<file path="src/rtl/his_builder_sched_pkg.sv">
// Shared types for the histogram-builder acquisition scheduler.
// Also holds the modular-increment helper used by both the arbiter and the pointer update.
package his_sched_pkg;

  typedef enum logic [2:0] {
    S_IDLE   = 3'd0,
    S_COARSE = 3'd1,
    S_SWITCH = 3'd2,
    S_FINE   = 3'd3,
    S_DONE   = 3'd4
  } state_t;

  typedef enum logic {
    PH_COARSE = 1'b0,
    PH_FINE   = 1'b1
  } phase_t;

  // (a + b) mod n for a < n and b <= n, which avoids a general divider.
  function automatic int unsigned wrap_add(input int unsigned a, input int unsigned b,
                                           input int unsigned n);
    int unsigned s;
    s = a + b;
    if (s >= n) s = s - n;
    return s;
  endfunction

endpackage

</file>
<file path="src/rtl/his_builder_sched_rr_arbiter.sv">
// Combinational round-robin arbiter: grants the first request at or after ptr_i,
// scanning upward and wrapping around.
module rr_arbiter
  import his_sched_pkg::*;
#(
  parameter int PIXELS = 3
) (
  input  logic [PIXELS-1:0]         req_i,
  input  logic [$clog2(PIXELS)-1:0] ptr_i,
  output logic [PIXELS-1:0]         grant_o,
  output logic [$clog2(PIXELS)-1:0] idx_o,
  output logic                      any_grant_o
);

  localparam int IW = $clog2(PIXELS);

  int unsigned cand;

  // NOTE: every output gets a default before the scan so no path through the
  // block leaves a signal unassigned; an unassigned path would infer a latch.
  always_comb begin
    grant_o     = '0;
    idx_o       = '0;
    any_grant_o = 1'b0;
    cand        = 0;
    for (int k = 0; k < PIXELS; k++) begin
      cand = wrap_add(int'(ptr_i), k, PIXELS);
      if (!any_grant_o && req_i[cand]) begin
        grant_o[cand] = 1'b1;
        idx_o         = IW'(cand);
        any_grant_o   = 1'b1;
      end
    end
  end

endmodule

</file>
<file path="src/rtl/his_builder_sched.sv">
// Acquisition scheduler: round-robin shares one histogram-builder write port between
// PIXELS TDC streams, with a per-pixel quota, across COARSE and FINE acquisition phases.
module his_builder_sched
  import his_sched_pkg::*;
#(
  parameter int NP         = 10,
  parameter int PIXELS     = 3,
  parameter int ACQ_NUM    = 2,
  parameter int DATA_NUM   = 2,
  parameter int SWITCH_GAP = 2
) (
  input  logic                      clk,
  input  logic                      res,
  input  logic                      start,
  input  logic                      abort,
  input  logic [PIXELS-1:0]         tdc_valid,
  input  logic [PIXELS*NP-1:0]      tdc_data,
  output logic [PIXELS-1:0]         tdc_ready,
  output logic                      wrEn,
  output logic [NP-1:0]             data,
  output logic [$clog2(PIXELS)-1:0] pix_sel,
  output logic                      phase,
  output logic                      busy,
  output logic                      frame_done
);

  localparam int IW = $clog2(PIXELS);
  localparam int QW = $clog2(DATA_NUM + 1);
  localparam int AW = $clog2(ACQ_NUM + 1);
  localparam int GW = $clog2(SWITCH_GAP + 1);

  state_t        state_q, state_d;
  logic [QW-1:0] q_q [PIXELS];
  logic [QW-1:0] q_d [PIXELS];
  logic [AW-1:0] acq_q, acq_d;
  logic [GW-1:0] gap_q, gap_d;
  logic [IW-1:0] rr_q, rr_d;

  logic          wr_q;
  logic [NP-1:0] data_q;
  logic [IW-1:0] sel_q;
  phase_t        phase_q;

  logic              active;
  logic              xfer;
  logic              quota_met;
  logic [PIXELS-1:0] elig;
  logic [PIXELS-1:0] grant;
  logic [IW-1:0]     grant_idx;
  logic              any_grant;
  logic [NP-1:0]     grant_data;

  // Grants are only offered while acquiring, and never in a cycle being aborted.
  always_comb begin
    active = ((state_q == S_COARSE) || (state_q == S_FINE)) && !abort;
    elig   = '0;
    for (int i = 0; i < PIXELS; i++) begin
      elig[i] = tdc_valid[i] && (q_q[i] < QW'(DATA_NUM));
    end
  end

  rr_arbiter #(
    .PIXELS (PIXELS)
  ) u_arb (
    .req_i       (elig),
    .ptr_i       (rr_q),
    .grant_o     (grant),
    .idx_o       (grant_idx),
    .any_grant_o (any_grant)
  );

  assign tdc_ready  = active ? grant : '0;
  assign xfer       = active && any_grant;
  assign grant_data = tdc_data[grant_idx*NP +: NP];

  always_comb begin
    state_d   = state_q;
    acq_d     = acq_q;
    gap_d     = gap_q;
    rr_d      = rr_q;
    quota_met = 1'b1;
    for (int i = 0; i < PIXELS; i++) begin
      q_d[i] = q_q[i];
      if (xfer && grant[i]) q_d[i] = q_q[i] + 1'b1;
      if (q_d[i] != QW'(DATA_NUM)) quota_met = 1'b0;
    end
    if (xfer) rr_d = IW'(wrap_add(int'(grant_idx), 1, PIXELS));

    case (state_q)
      S_IDLE: begin
        for (int i = 0; i < PIXELS; i++) q_d[i] = '0;
        acq_d = '0;
        gap_d = '0;
        rr_d  = '0;
        if (start) state_d = S_COARSE;
      end
      S_COARSE, S_FINE: begin
        // quota_met already includes this cycle's transfer.
        if (quota_met) begin
          for (int i = 0; i < PIXELS; i++) q_d[i] = '0;
          if (acq_q == AW'(ACQ_NUM - 1)) begin
            acq_d   = '0;
            state_d = (state_q == S_COARSE) ? S_SWITCH : S_DONE;
          end else begin
            acq_d = acq_q + 1'b1;
          end
        end
      end
      S_SWITCH: begin
        rr_d = '0;
        if (gap_q == GW'(SWITCH_GAP - 1)) begin
          gap_d   = '0;
          state_d = S_FINE;
        end else begin
          gap_d = gap_q + 1'b1;
        end
      end
      S_DONE:  state_d = S_IDLE;
      default: state_d = S_IDLE;
    endcase

    if (abort) begin
      state_d = S_IDLE;
      for (int i = 0; i < PIXELS; i++) q_d[i] = '0;
      acq_d = '0;
      gap_d = '0;
      rr_d  = '0;
    end
  end

  // NOTE: state registers use non-blocking assignments so every flop samples the
  // pre-edge value of its neighbours, independent of statement order.
  always_ff @(posedge clk or posedge res) begin
    if (res) begin
      state_q <= S_IDLE;
      acq_q   <= '0;
      gap_q   <= '0;
      rr_q    <= '0;
      // NOTE: the quota array is a handful of flops, not a RAM, so it is reset
      // like any other register; a real memory array would be left unreset.
      for (int i = 0; i < PIXELS; i++) q_q[i] <= '0;
    end else begin
      state_q <= state_d;
      acq_q   <= acq_d;
      gap_q   <= gap_d;
      rr_q    <= rr_d;
      for (int i = 0; i < PIXELS; i++) q_q[i] <= q_d[i];
    end
  end

  // Builder-facing output register; payload fields hold when no write occurs.
  always_ff @(posedge clk or posedge res) begin
    if (res) begin
      wr_q    <= 1'b0;
      data_q  <= '0;
      sel_q   <= '0;
      phase_q <= PH_COARSE;
    end else begin
      wr_q <= xfer;
      if (xfer) begin
        data_q  <= grant_data;
        sel_q   <= grant_idx;
        phase_q <= (state_q == S_FINE) ? PH_FINE : PH_COARSE;
      end
    end
  end

  assign wrEn       = wr_q;
  assign data       = data_q;
  assign pix_sel    = sel_q;
  assign phase      = phase_q;
  assign busy       = (state_q != S_IDLE);
  assign frame_done = (state_q == S_DONE) && !abort;

endmodule

</file>
<file path="config.mk">
export PLATFORM = sky130hd
export DESIGN_NAME = his_builder_sched
export DESIGN_NICKNAME = d
export VERILOG_FILES = /design/src/rtl/his_builder_sched_pkg.sv /design/src/rtl/his_builder_sched_rr_arbiter.sv /design/src/rtl/his_builder_sched.sv
export SDC_FILE = /design/constraint.sdc
export NUM_CORES = 1
export LEC_CHECK = 0
export BUFFER_PORTS_ARGS = -buffer_cell sky130_fd_sc_hd__buf_2
export CORE_ASPECT_RATIO = 0.75
export CORE_MARGIN = 2
export CORE_UTILIZATION = 37
export CTS_CLUSTER_DIAMETER = 100
export DETAILED_ROUTE_END_ITERATION = 7
export PLACE_DENSITY = 0.59
export SETUP_SLACK_MARGIN = 0.02
export SLEW_MARGIN = 15
export SYNTH_ARGS = -nofsm -noshare
export SYNTH_HDL_FRONTEND = slang
export SYNTH_SLANG_ARGS = --single-unit
export TNS_END_PERCENT = 50
</file>
<file path="constraint.sdc">
create_clock -name clk -period 7.29 [get_ports clk]
set_clock_uncertainty 0.05 [all_clocks]
set_input_delay 0 -clock clk [delete_from_list [all_inputs] [get_ports clk]]
set_output_delay 0 -clock clk [all_outputs]
set_load 0.01 [all_outputs]
</file>
==> results of run 1 <==
-- per-layer routing --
layer | global-route usage [%] | part of all wire, %
met1 | 23.8 | 51
met2 | 22.0 | 44
met3 | 4.46 | 3.8
met4 | 3.92 | 0.73
met5 | 0 | 0
-- critical path, delay by kind of cell (launching register included) --
family	cells	cell delay, ns
adder cells (fa/ha/maj)	1	0.54
AND/OR/NAND/NOR	2	0.54
flip-flops	1	0.41
buffers and inverters	2	0.39
multiplexers	1	0.20
AO/OA/AOI/OAI	4	0.88
-- cells in the mapped netlist, drive strengths merged --
cell	n
dfrtp	29
nand2	25
o21ai	17
inv	12
mux2	12
mux2i	12
nor2	12
a21oi	10
nor3	8
buf	7
nand2b	6
a21o	5
clkbuf	5
ha	5
nand4b	4
and3	3
nand3b	3
xnor2	3
a211oi	2
and4	2
maj3	2
nand3	2
nand4bb	2
nor2b	2
o211a	2
o311ai	2
o32ai	2
or3	2
a211o	1
a21boi	1
a221oi	1
and2	1
nand4	1
nor3b	1
nor4	1
nor4b	1
o21a	1
o221a	1
or2b	1
or3b	1
xor2	1
-- worst paths after layout --
kind / from / endpoint / slack (ns) / cells after the start
setup / recovery: rr_q[0]$_DFFE_PP0P_ / state_q[1]$_DFFE_PP0P_ / 4.21 / 10
hold / removal: tdc_data[27] / data[7]$_DFFE_PP0P_ / 0.007 / 4
setup reg to reg: rr_q[0]$_DFFE_PP0P_ / state_q[1]$_DFFE_PP0P_ / 4.21 / 10
hold reg to reg: pix_sel[0]$_DFFE_PP0P_ / pix_sel[0]$_DFFE_PP0P_ / 0.43 / 2
max in group asynchronous: res / pix_sel[0]$_DFFE_PP0P_ / 6.51 / 3
min in group asynchronous: res / acq_q[1]$_DFFE_PP0P_ / 0.28 / 3
-- cell usage in the layout (no fill, tap or decap), types with 3 or more instances in the layout --
| master | n |
|---|---|
| sky130_fd_sc_hd__a21o_1 | 3 |
| sky130_fd_sc_hd__a21oi_1 | 9 |
| sky130_fd_sc_hd__and3_1 | 3 |
| sky130_fd_sc_hd__buf_2 | 55 |
| sky130_fd_sc_hd__clkbuf_8 | 5 |
| sky130_fd_sc_hd__dfrtp_1 | 29 |
| sky130_fd_sc_hd__dlygate4sd3_1 | 8 |
| sky130_fd_sc_hd__ha_1 | 5 |
| sky130_fd_sc_hd__inv_1 | 10 |
| sky130_fd_sc_hd__mux2_2 | 12 |
| sky130_fd_sc_hd__mux2i_1 | 12 |
| sky130_fd_sc_hd__nand2_1 | 25 |
| sky130_fd_sc_hd__nand2b_1 | 6 |
| sky130_fd_sc_hd__nand3b_1 | 3 |
| sky130_fd_sc_hd__nand4b_1 | 4 |
| sky130_fd_sc_hd__nor2_1 | 11 |
| sky130_fd_sc_hd__nor3_1 | 4 |
| sky130_fd_sc_hd__nor3_2 | 4 |
| sky130_fd_sc_hd__o21ai_0 | 16 |
| sky130_fd_sc_hd__xnor2_1 | 3 |
-- power by group --
part	switching [mW]	total [mW]	internal, mW	leakage [nW]
logic	0.0664	0.128	0.0614	0.762
clock network	0.0607	0.160	0.0991	0.0540
registers	0.0112	0.194	0.183	0.381
total	0.138	0.482	0.343	1.20
-- layout make-up --
class | instances | area share [%]
clock inverters | 2 | 1.39
inverters | 12 | 1.79
multi-input cells | 158 | 46.9
well taps | 75 | 3.72
clock buffers | 5 | 2.73
repair buffers | 65 | 14.7
flip-flops and latches | 29 | 28.8
-- stage by stage --
| step | instances | hold WS, ns |
|---|---|---|
| floorplan | 211 | 0.0281 |
| global route | 346 | 0.0239 |
| detailed placement | 331 | 0.284 |
| CTS | 346 | 0.00170 |
| global placement | 331 | 0.286 |
| finish | 346 | 0.00687 |
-- logic make-up (layout without fill, tap and decap cells) --
group                    Yosys count  after routing
buffers and inverters             24             84
AO/OA/AOI/OAI                     45             45
flip-flops                        29             29
AND/OR/NAND/NOR                   78             78
multiplexers                      24             24
XOR/XNOR                           4              4
adder cells (fa/ha/maj)            7              7
-- state kept, by name, indices dropped and copies added, names as in the netlist --
signal / cells
q_q: 6
state_q: 3
gap_q: 2
acq_q: 2
pix_sel: 2
wrEn: 1
data: 10
rr_q: 2
phase: 1
-- repair_timing --
item,4_1_cts,5_1_grt
endpoints found under the setup margin,0,0
endpoints found under the hold margin,36,0
hold buffers,8,0
gates resized for setup,0,0
==> impl_summary.md, run 1 <==
Logic synthesis
The synthesized netlist devotes 4.16% of its cell area to adder and majority cells. The total number of yosys warnings is 0. The simple-gate area share of the yosys netlist is 23.4%. In this run, synthesis produced a sequential element count of 29.

The largest area contributor in the netlist is sky130_fd_sc_hd__dfrtp_1. In the post-synthesis netlist, the biggest area contributors are sky130_fd_sc_hd__dfrtp_1, sky130_fd_sc_hd__mux2_2, sky130_fd_sc_hd__mux2i_1, sky130_fd_sc_hd__nand2_1, sky130_fd_sc_hd__o21ai_0. The fraction of synthesized area in multiplexers is 12.7%. The share of the synthesized netlist area taken by xor and xnor gates is 1.74%. After synthesis, the largest family of logic cells by area is simple AND/OR/NAND/NOR gates.

The netlist area before placement is 2020 um^2. The share of synthesized area in the top cell type comes to between 30 and 40%. Sequential cells were found to cover 36.0% of the synthesized design area. The unique cell type count in the Yosys netlist is 54.

Averaged over all synthesized cells, the footprint is between 9 and 10 um^2. When the netlist entered floorplanning its net count stood at 253. Summing the areas of all compound-gate instances in the mapped netlist gives 16.7% of the synthesized area. In the synthesized netlist, the number of instances is approximately 210.

Critical path
STA classifies the critical path endpoint as a flip-flop. Of all nets on the critical path, the largest fanout is 20. Data on the critical path is required at its endpoint by 7.45 ns.

The worst setup path is of the reg2reg kind. In this design, the stage delay of the slowest critical-path cell is 0.54 ns. The worst setup path is launched from a flip-flop. Traced cell by cell, the critical path runs through inv_1 -> ha_1 -> o32ai_1 -> a21o_2 -> a21o_4 -> inv_2 -> and4_1 -> o221a_4 -> nor3b_4 -> mux2i_1. The data arrival time at the worst-slack endpoint is 3.24 ns.

The cell with the largest stage delay on the worst path is sky130_fd_sc_hd__ha_1.

Place
The placer congestion estimate is 0.884. The count of port buffers added during placement is 55. The HPWL after detailed placement is 3320 um. The placed instance area is 2340 um^2. The worst setup slack before clock tree synthesis is 4.21 ns.

Clocking
The CTS tree is built. The number of setup buffers added after CTS is 0. The sink count of the clock tree is 29. Clock tree synthesis inserted a total of 5 buffers. The cell chosen for the clock root is sky130_fd_sc_hd__clkbuf_8.

The clock transition at the register clock pins on the worst setup and hold paths after CTS is 0.06 ns. Counting along the longest clock path gives a buffer depth of 2. In this run the number of H-tree levels came out at 2.

The clock reaches the later pin of the worst-skew pair after 0.28 ns.

Die
The floorplan has 23 rows. The x dimension of the die is around 89 um. The total area inside the core boundary comes to roughly 5300 um^2. The I/O pin count is 56. Once the floorplan was initialized, standard cells occupied 38.1% of the core. The die covers between 6000 and 7000 um^2. The floorplan step set the die height to 67.9 um.

Finish
The finished cells cover 2520 um^2. The multi-input combinational cells in the finished layout cover a total of 1180 um^2. The filler cells instantiated in the layout total 543. Measured on the finished design, the core utilization comes to 47.6%. At the end of the flow, the number of nets in the layout was 313.

The sequential cells in the finished layout cover a total of 726 um^2. The post-route netlist has a little over a third of its cells at a drive strength greater than 1. From synthesis to final layout, the design area changed by 25.1%. The repair_antennas step left the layout with diodes totalling 0.

STA
The worst slew slack as a fraction of its limit is 58.8%. The final total negative setup slack is 0 ns. The final critical-path setup slack is 4.21 ns. Based on the critical path, the design can be clocked at up to 0.325 GHz. The hold violation count in the final report is 0. The number of max-slew violations in the final report came to 0. Setup repair after global routing left no endpoint under its margin. The final critical delay including setup and external delays is 3.08 ns. At the pin with the least slew margin, the transition time is approximately 0.61 ns. The count of endpoints failing setup in the final report is 0. After layout, the worst path uses 42.2% of the clock period.

Drt
After detailed routing, the total wire length is 4550 um. The count of unresolved DRC violations after routing is 0. The routed wire length per instance is 13.1 um. The first TritonRoute pass finished after 4 iterations.

The via count is 1723. The detail route stage leaves a number of antenna-violating nets equal to 0. The number of violations reported at the end of detailed-routing iteration 0 is 68. The per-cell via count in the routed design is between 4 and 5.

Global routing
The maximum number of pins on one net before global-route repair is 30. The leftover overflow at the end of global routing is 0. The first global-routing pass estimated 7330 um of wire.

The initial antenna violation count is 0. Global routing used between 10% and 20% of the available tracks across all layers. The via count of the first global-routing pass is 1525.

Status
The flow ran to the end, and the final reports show no timing, DRC or antenna violations.

Power
The static leakage power is 1.20 nW. Power spread over the standard cell area amounts to roughly 190 nW/um^2. The peak supply drop is between 0.1 and 0.15 mV. Summing internal, switching and leakage power gives 482 uW.

Hold path
The type of the most critical hold path is in2reg.

Run
Across the run, the number of max-cap violations was 0.
No activity file was read; power rests on OpenSTA's default activity.
==> run 2, diff against run 1 <==
==> constraint.sdc (replaced) <==
create_clock -name clk -period 2.9 [get_ports clk]
set_clock_uncertainty 0.05 [all_clocks]
set_input_delay 0 -clock clk [delete_from_list [all_inputs] [get_ports clk]]
set_output_delay 0 -clock clk [all_outputs]
set_load 0.01 [all_outputs]
==> run 2 against run 1 <==
  * Sequential share of layout area shrank 0.61 points
  * Global-route usage grew 0.89 points
  * Hold slack gained 0.0059 ns
  * Fmax grew 13%
  * Register-to-register slack lost 4.0 ns
  * First-iteration DRC count shrank 12%
  * Die area is the same
  * Count of clock-buffer cells in the layout is the same
  * Setup slack lost 4.0 ns
  * Critical endpoint is now q_q[1]$_DFF_PP0_
  * Largest cell class unchanged
  * Highest routed layer unchanged
==> impl_summary.md, run 2 (same netlist as run 1, synthesis figures left out) <==
Critical path
The type of the worst setup path is reg2reg (unchanged). The source of the worst register-to-register timing path was rr_q[1]$_DFFE_PP0P_ (was rr_q[0]$_DFFE_PP0P_). Cell breakdown of the critical path: inv_1 -> ha_1 -> or3b_4 -> a21o_1 -> nand4b_1 -> nand4_1 -> and4_4 -> o221a_4 -> o21a_1 -> nor3_2 (was inv_1 -> ha_1 -> o32ai_1 -> a21o_2 -> a21o_4 -> inv_2 -> and4_1 -> o221a_4 -> nor3b_4 -> mux2i_1). The cell family contributing the most delay on the critical path is simple AND/OR/NAND/NOR gates (was compound AO/OA/AOI/OAI gates). The cell with the largest stage delay on the worst path is sky130_fd_sc_hd__or3b_4 (was sky130_fd_sc_hd__ha_1). The register-to-register setup slack was 0.17 ns (was 4.21 ns). The kind of start point of the critical path is a flip-flop (unchanged). The critical-path maximum fanout came to 5 (was 20).

The count of buffer and inverter cells on the critical path is 1 (was 2). The data arrival time at the worst-slack endpoint is 2.89 ns (was 3.24 ns). The delay contributed by the slowest stage of the critical path is 0.44 ns (was 0.54 ns). The reg-to-reg critical path endpoint is q_q[1]$_DFF_PP0_ (was state_q[1]$_DFFE_PP0P_). The critical path data required time is 3.06 ns (was 7.45 ns). The nature of the critical path endpoint is a flip-flop (unchanged). The depth of the worst register-to-register path is 10 (unchanged).

STA
The highest attainable clock frequency is 0.366 GHz (was 0.325 GHz). The worst slew slack as a fraction of its limit is 61.9% (was 58.8%). The final total negative setup slack is 0 ns (unchanged). The number of max-slew violations in the final report was 0 (unchanged).

The share of the clock period used by the worst path after layout is 94.1% (was 42.2%). The final critical delay including setup and external delays is 2.73 ns (was 3.08 ns). The count of endpoints failing setup in the final report was 0 (unchanged). The measured slew at the worst slew-check pin is 0.567 ns (was 0.614 ns). The hold violation count in the final report is 0 (unchanged). RSZ-0062 raised after global routing: true (was false).

Place
The placed instance area is 2390 um^2 (was 2340 um^2). The post-detailed-placement half-perimeter wirelength is 3530 um (was 3320 um). The placer congestion estimate is 0.823 (was 0.884). The count of port buffers added during placement came to 55 (unchanged).

Die
The x dimension of the die is 89.3 um (unchanged). The placeable core region is 5300 um^2 (unchanged). The initial core utilization is 38.1% (unchanged).

The I/O pin count is 56 (unchanged). The full die area is 6060 um^2 (unchanged). The vertical die dimension came to 67.9 um (unchanged). The row count is 23 (unchanged).

Finish
The number of flip-flops under the largest register name is 10 (unchanged). The most frequent standard cell in the layout excluding fill and tap cells is sky130_fd_sc_hd__buf_2 (unchanged). The area growth from synthesis to layout was 28.0% (was 25.1%). Leading cell types in the layout, fill and taps excluded: sky130_fd_sc_hd__buf_2, sky130_fd_sc_hd__dfrtp_1, sky130_fd_sc_hd__nand2_1 (unchanged). The final design instance area without fill is 2580 um^2 (was 2520 um^2). The total number of nets in the final design is 319 (was 313). The fill cell total of the finished layout is 519 (was 543). The share of final-layout standard cells stronger than drive strength 1 is 37.9% (was 35.4%). The count of inserted antenna diode cells was 0 (unchanged).

Clocking
The CTS tree is built (unchanged). The total CTS buffers is 5 (unchanged). The clock transition at the register clock pins on the worst setup and hold paths after CTS is 0.06 ns (about the same).

The clock latency at the later pin of the worst-skew pair is 0.28 ns (about the same). The setup fix buffers added after clock tree synthesis came to 0 (unchanged). The number of buffers on the longest clock path is 2 (unchanged).

The sink count of the clock tree is 29 (unchanged). The cell chosen for the clock root was sky130_fd_sc_hd__clkbuf_8 (unchanged). The number of H-tree levels was 2 (unchanged).

Hold path
The type of the most critical hold path is in2reg (unchanged). The hold path startpoint was tdc_data[28] (was tdc_data[27]). The worst-case hold path end point is data[8]$_DFFE_PP0P_ (was data[7]$_DFFE_PP0P_). The number of cells on the worst hold path is 4 (unchanged).

Drt
The met2 routed wirelength is 2100 um (was 2000 um). The via count is 1750 (was 1723). The count of unresolved DRC violations after routing is 0 (unchanged). The met1 wire length is 2290 um (was 2340 um). The top layer reached by signal wires is met4 (unchanged).

The final routed wirelength across all metal layers was 4650 um (was 4550 um). The final antenna-violating net count was 0 (unchanged). The per-cell via count in the routed design was 4.97 (was 4.98). The routed wire length per instance came to 13.2 um (was 13.1 um).

The iteration count of the initial detailed-routing pass is 4 (unchanged). The met3 wire length is 198 um (was 172 um). The number of violations reported at the end of detailed-routing iteration 0 was 60 (was 68).

Power
The static leakage power is 1.23 nW (was 1.20 nW). The sequential group share of total power was 39.9% (was 40.3%). The fraction of power spent switching nets is 28.6% (was 28.7%). The power density relative to cell area is 473 nW/um^2 (was 191 nW/um^2). The design internal power is 873 uW (was 343 uW). The peak supply drop is 0.285 mV (was 0.130 mV). The net switching component of the power is 349 uW (was 138 uW).

The relative contribution of combinational cells to total power is 27.3% (was 26.5%). The clock share of power was 32.8% (was 33.2%). The sum of internal, switching and leakage power came to 1.22 mW (was 482 uW).

Global routing
The global-route wire length before repair is 7650 um (was 7330 um). The initial antenna violation count is 0 (unchanged). The via count of the first global-routing pass is 1575 (was 1525). The total routing resource utilization after global routing came to 16.7% (was 15.8%).

The leftover overflow at the end of global routing is 0 (unchanged). The maximum number of pins on one net before global-route repair was 30 (unchanged).

Run
The max-cap check violation count is 0 (unchanged).

Status
Status: complete, no violations (unchanged).
==> run 2: changes by cell type in the layout (fill, tap and decap cells not counted), sizes merged <==
cell	delta
dlygate4sd3	-1
buf	+7
==> run 2: how the worst max path moves through the flow <==
stage,to,slack [ns],startpoint,cells after the start
floorplan,state_q[1]$_DFFE_PP0P_,0.16,rr_q[0]$_DFFE_PP0P_,10
global placement,state_q[1]$_DFFE_PP0P_,0.13,rr_q[0]$_DFFE_PP0P_,10
detailed placement,state_q[1]$_DFFE_PP0P_,0.04,rr_q[0]$_DFFE_PP0P_,10
CTS,state_q[1]$_DFFE_PP0P_,0.03,rr_q[0]$_DFFE_PP0P_,10
global route,q_q[5]$_DFF_PP0_,0.04,rr_q[1]$_DFFE_PP0P_,10
finish,q_q[1]$_DFF_PP0_,0.17,rr_q[1]$_DFFE_PP0P_,10
==> run 2: repair_timing <==
item                       CTS  global route
gates resized for setup      0             4
setup endpoints to repair    0             9
hold buffers                 7             0
hold endpoints to repair    35             0
==> run 2: power groups by stage <==
stage / clock, mW / sequential (mW) / combinational (mW)
final: 0.401 / 0.487 / 0.334
after CTS: 0.414 / 0.488 / 0.335
after global placement: 0 / 0.493 / 0.323
after global routing: 0.435 / 0.496 / 0.369
after floorplan: 0 / 0.519 / 0.176
after detailed placement: 0 / 0.495 / 0.326
==> run 2: routing by layer <==
metal	vias to the layer above	GRT usage (%)
li1	882	-
met1	823	24.6
met2	38	23.4
met4	0	5.22
met5	-	0
met3	7	4.83
==> run 2: worst min-delay path: cells and delay by family <==
family	cells	cell delay [ns]
buffers and inverters	1	0.07
and+or+nand+nor	1	0.04
AOI/OAI and AO/OA	1	0.06
muxes	1	0.14
==> run 2: layout make-up <==
cell class / count / area, um^2 / area share [%]
Clock inverter: 2 / 35.0 / 1.36
Tap cell: 75 / 93.8 / 3.64
Sequential cell: 29 / 727 / 28.2
Multi-Input combinational cell: 158 / 1200 / 46.4
Inverter: 12 / 45.0 / 1.75
Timing Repair Buffer: 71 / 413 / 16.0
Clock buffer: 5 / 68.8 / 2.67
==> run 2: through the flow <==
stage	util (%)	instances	hold WS [ns]	worst slack, ns
after global placement	45.2	338	0.0360	0.134
after detailed placement	45.2	338	0.0425	0.0437
final	48.7	352	0.0127	0.170
after floorplan	-	211	0.0281	0.157
after global routing	48.7	352	0.0178	0.0366
after CTS	48.4	352	0.00481	0.0316
==> run 3, diff against run 2 <==
==> constraint.sdc (replaced) <==
create_clock -name clk -period 2.9 [get_ports clk]
set_clock_uncertainty 0.05 [all_clocks]
set_input_delay 0.58 -clock clk [delete_from_list [all_inputs] [get_ports clk]]
set_output_delay 0.58 -clock clk [all_outputs]
set_load 0.01 [all_outputs]
==> run 3 against run 2 <==
  * Routed wire length rose by 3.1%
  * Setup slack got worse by 0.11 ns
  * Critical endpoint is now tdc_ready[2]
  * Utilization rose by 2.5 points
  * Total power up 6.3%
  * First-iteration DRC count is 8.3% higher
  * Hold slack improved by 0.28 ns
==> impl_summary.md, run 3 (same netlist as run 1, synthesis figures left out) <==
Finish
The share of final-layout standard cells stronger than drive strength 1 was 44.2% (was 37.9%). The area growth from synthesis to layout is 34.6% (was 28.0%). The fill cell total of the finished layout came to 515 (was 519). The final cell count without fillers is 360 (was 352). The most frequent standard cell in the layout excluding fill and tap cells was sky130_fd_sc_hd__buf_2 (unchanged). The number of flip-flops under the largest register name came to 10 (unchanged).

Leading cell types in the layout, fill and taps excluded: sky130_fd_sc_hd__buf_2, sky130_fd_sc_hd__dfrtp_1, sky130_fd_sc_hd__nand2_1 (unchanged). The count of inserted antenna diode cells is 0 (unchanged). The total number of nets in the final design was 326 (was 319).

Global routing
The routing usage on met3 is 4.10% (was 4.83%). The leftover overflow at the end of global routing is 0 (unchanged). The layer with the highest usage is met1 (unchanged). The maximum number of pins on one net before global-route repair is 30 (unchanged). The global routing usage on met1 is 23.2% (was 24.6%). The global-route wire length before repair was 7290 um (was 7650 um).

The initial antenna violation count was 0 (unchanged). The via count of the first global-routing pass is 1522 (was 1575). The total routing resource utilization after global routing is 15.6% (was 16.7%).

The met2 capacity usage during global routing came to 22.3% (was 23.4%).

Drt
The iteration count of the initial detailed-routing pass came to 4 (unchanged). The routed wire length per instance is 13.3 um (was 13.2 um). The via count came to 1780 (was 1750). The final routed wirelength across all metal layers is 4800 um (was 4650 um). The count of unresolved DRC violations after routing was 0 (unchanged).

The final antenna-violating net count is 0 (unchanged). The number of violations reported at the end of detailed-routing iteration 0 is 65 (was 60). The per-cell via count in the routed design is 4.94 (was 4.97).

STA
The highest attainable clock frequency is 0.353 GHz (was 0.366 GHz). The number of max-slew violations in the final report was 0 (unchanged). The share of the clock period used by the worst path after layout was 97.8% (was 94.1%). The measured slew at the worst slew-check pin is 0.374 ns (was 0.567 ns).

The count of endpoints failing setup in the final report is 0 (unchanged). The final critical-path setup slack is 0.0631 ns (was 0.170 ns). The hold violation count in the final report is 0 (unchanged).

The worst slew slack as a fraction of its limit is 75.1% (was 61.9%). RSZ-0062 raised after global routing: true (unchanged). The final total negative setup slack was 0 ns (unchanged).

The final critical delay including setup and external delays is 2.84 ns (was 2.73 ns).

Die
The I/O pin count was 56 (unchanged). The initial core utilization is 38.1% (unchanged). The row count is 23 (unchanged). The vertical die dimension is 67.9 um (unchanged).

The full die area is 6060 um^2 (unchanged). The x dimension of the die came to 89.3 um (unchanged). The placeable core region is 5300 um^2 (unchanged).

Status
Status: complete, no violations (unchanged).

Power
The static leakage power is 1.28 nW (was 1.23 nW). The power density relative to cell area was 478 nW/um^2 (was 473 nW/um^2). The sum of internal, switching and leakage power is 1.30 mW (was 1.22 mW). The peak supply drop is 0.339 mV (was 0.285 mV).

Run
The max-cap check violation count is 0 (unchanged).

Critical path
The critical path data required time is 2.27 ns (was 3.06 ns). The kind of start point of the critical path is a flip-flop (unchanged). The critical-path maximum fanout is 7 (was 5). The data arrival time at the worst-slack endpoint is 2.21 ns (was 2.89 ns). The type of the worst setup path is reg2out (was reg2reg). The nature of the critical path endpoint was an output pin (was flip-flop).

Place
The post-detailed-placement half-perimeter wirelength was 3370 um (was 3530 um). The cell count after placement is 341 (was 338). The worst setup slack before clock tree synthesis is 0.000800 ns (was 0.0437 ns). The placer congestion estimate is 0.800 (was 0.823). The count of port buffers added during placement is 55 (unchanged).

Clocking
The total CTS buffers is 5 (unchanged). The CTS tree is built (unchanged). The number of H-tree levels came to 2 (unchanged). The number of buffers on the longest clock path came to 2 (unchanged). The sink count of the clock tree is 29 (unchanged). The cell chosen for the clock root is sky130_fd_sc_hd__clkbuf_8 (unchanged).

The clock latency at the later pin of the worst-skew pair is 0.28 ns (about the same). The clock transition at the register clock pins on the worst setup and hold paths after CTS came to 0.07 ns (was 0.06 ns). The post-cts hold buffer count is 0 (was 7).

Hold path
The type of the most critical hold path is in2async (was in2reg).
-- run 3: changes by cell type in the layout (fill, tap and decap cells not counted), sizes merged --
cell / delta
buf: +14
clkbuf: +1
clkinvlp: +1
clkinv: -1
dlygate4sd3: -7
-- run 3: final cells by class --
cell class	count	area, um^2	share of cell area (%)
inverters	12	47.5	1.75
flip-flops and latches	29	727	26.8
repair buffers	78	488	18.0
well taps	75	93.8	3.46
clock buffers	6	82.6	3.04
multi-input cells	158	1240	45.6
clock inverters	2	37.5	1.38
-- run 3: worst paths after layout --
| check | to | startpoint | slack (ns) | depth (start not counted) |
|---|---|---|---|---|
| setup / recovery | tdc_ready[2] | rr_q[1]$_DFFE_PP0P_ | 0.06 | 8 |
| setup reg to reg | state_q[1]$_DFFE_PP0P_ | rr_q[0]$_DFFE_PP0P_ | 0.09 | 10 |
| min in group clk | pix_sel[0]$_DFFE_PP0P_ | pix_sel[0]$_DFFE_PP0P_ | 0.42 | 2 |
| max in group asynchronous | rr_q[0]$_DFFE_PP0P_ | res | 2.20 | 3 |
| hold reg to reg | pix_sel[0]$_DFFE_PP0P_ | pix_sel[0]$_DFFE_PP0P_ | 0.42 | 2 |
| hold / removal | wrEn$_DFF_PP0_ | res | 0.30 | 3 |
-- run 3: routing by layer --
layer	vias to the layer above	routed length (um)
li1	898	-
met1	833	2320
met2	43	2160
met3	6	262
met4	0	62
met5	-	0
-- run 3: worst max-delay path: stages, from the launching register on --
cell	delay, ns
sky130_fd_sc_hd__dfrtp_1	0.38
sky130_fd_sc_hd__buf_6	0.13
sky130_fd_sc_hd__ha_4	0.26
sky130_fd_sc_hd__buf_6	0.14
sky130_fd_sc_hd__o311ai_4	0.30
sky130_fd_sc_hd__nand3_2	0.15
sky130_fd_sc_hd__a221oi_4	0.31
sky130_fd_sc_hd__buf_6	0.15
sky130_fd_sc_hd__buf_6	0.09
-- run 3: power by group --
| part | leakage [nW] | internal (mW) | switching (mW) | total [mW] |
|---|---|---|---|---|
| Clock | 0.0574 | 0.279 | 0.164 | 0.444 |
| Sequential | 0.379 | 0.460 | 0.0294 | 0.489 |
| Combinational | 0.848 | 0.186 | 0.180 | 0.366 |
| Total | 1.28 | 0.924 | 0.374 | 1.30 |
-- run 3: repair_timing --
action | CTS | global route
setup buffers | 1 | 10
gates resized for setup | 4 | 18
pin swaps | 1 | 10
endpoints found under the setup margin | 10 | 7
-- run 3: through the flow --
| stage | utilization [%] | area (um^2) | hold WS (ns) |
|---|---|---|---|
| finish | 51.3 | 2720 | 0.297 |
| global route | 51.3 | 2720 | 0.376 |
| CTS | 48.6 | 2570 | 0.314 |
| detailed placement | 45.8 | 2430 | 0.415 |
| global placement | 45.8 | 2430 | 0.414 |
| floorplan | - | 2020 | 0.417 |
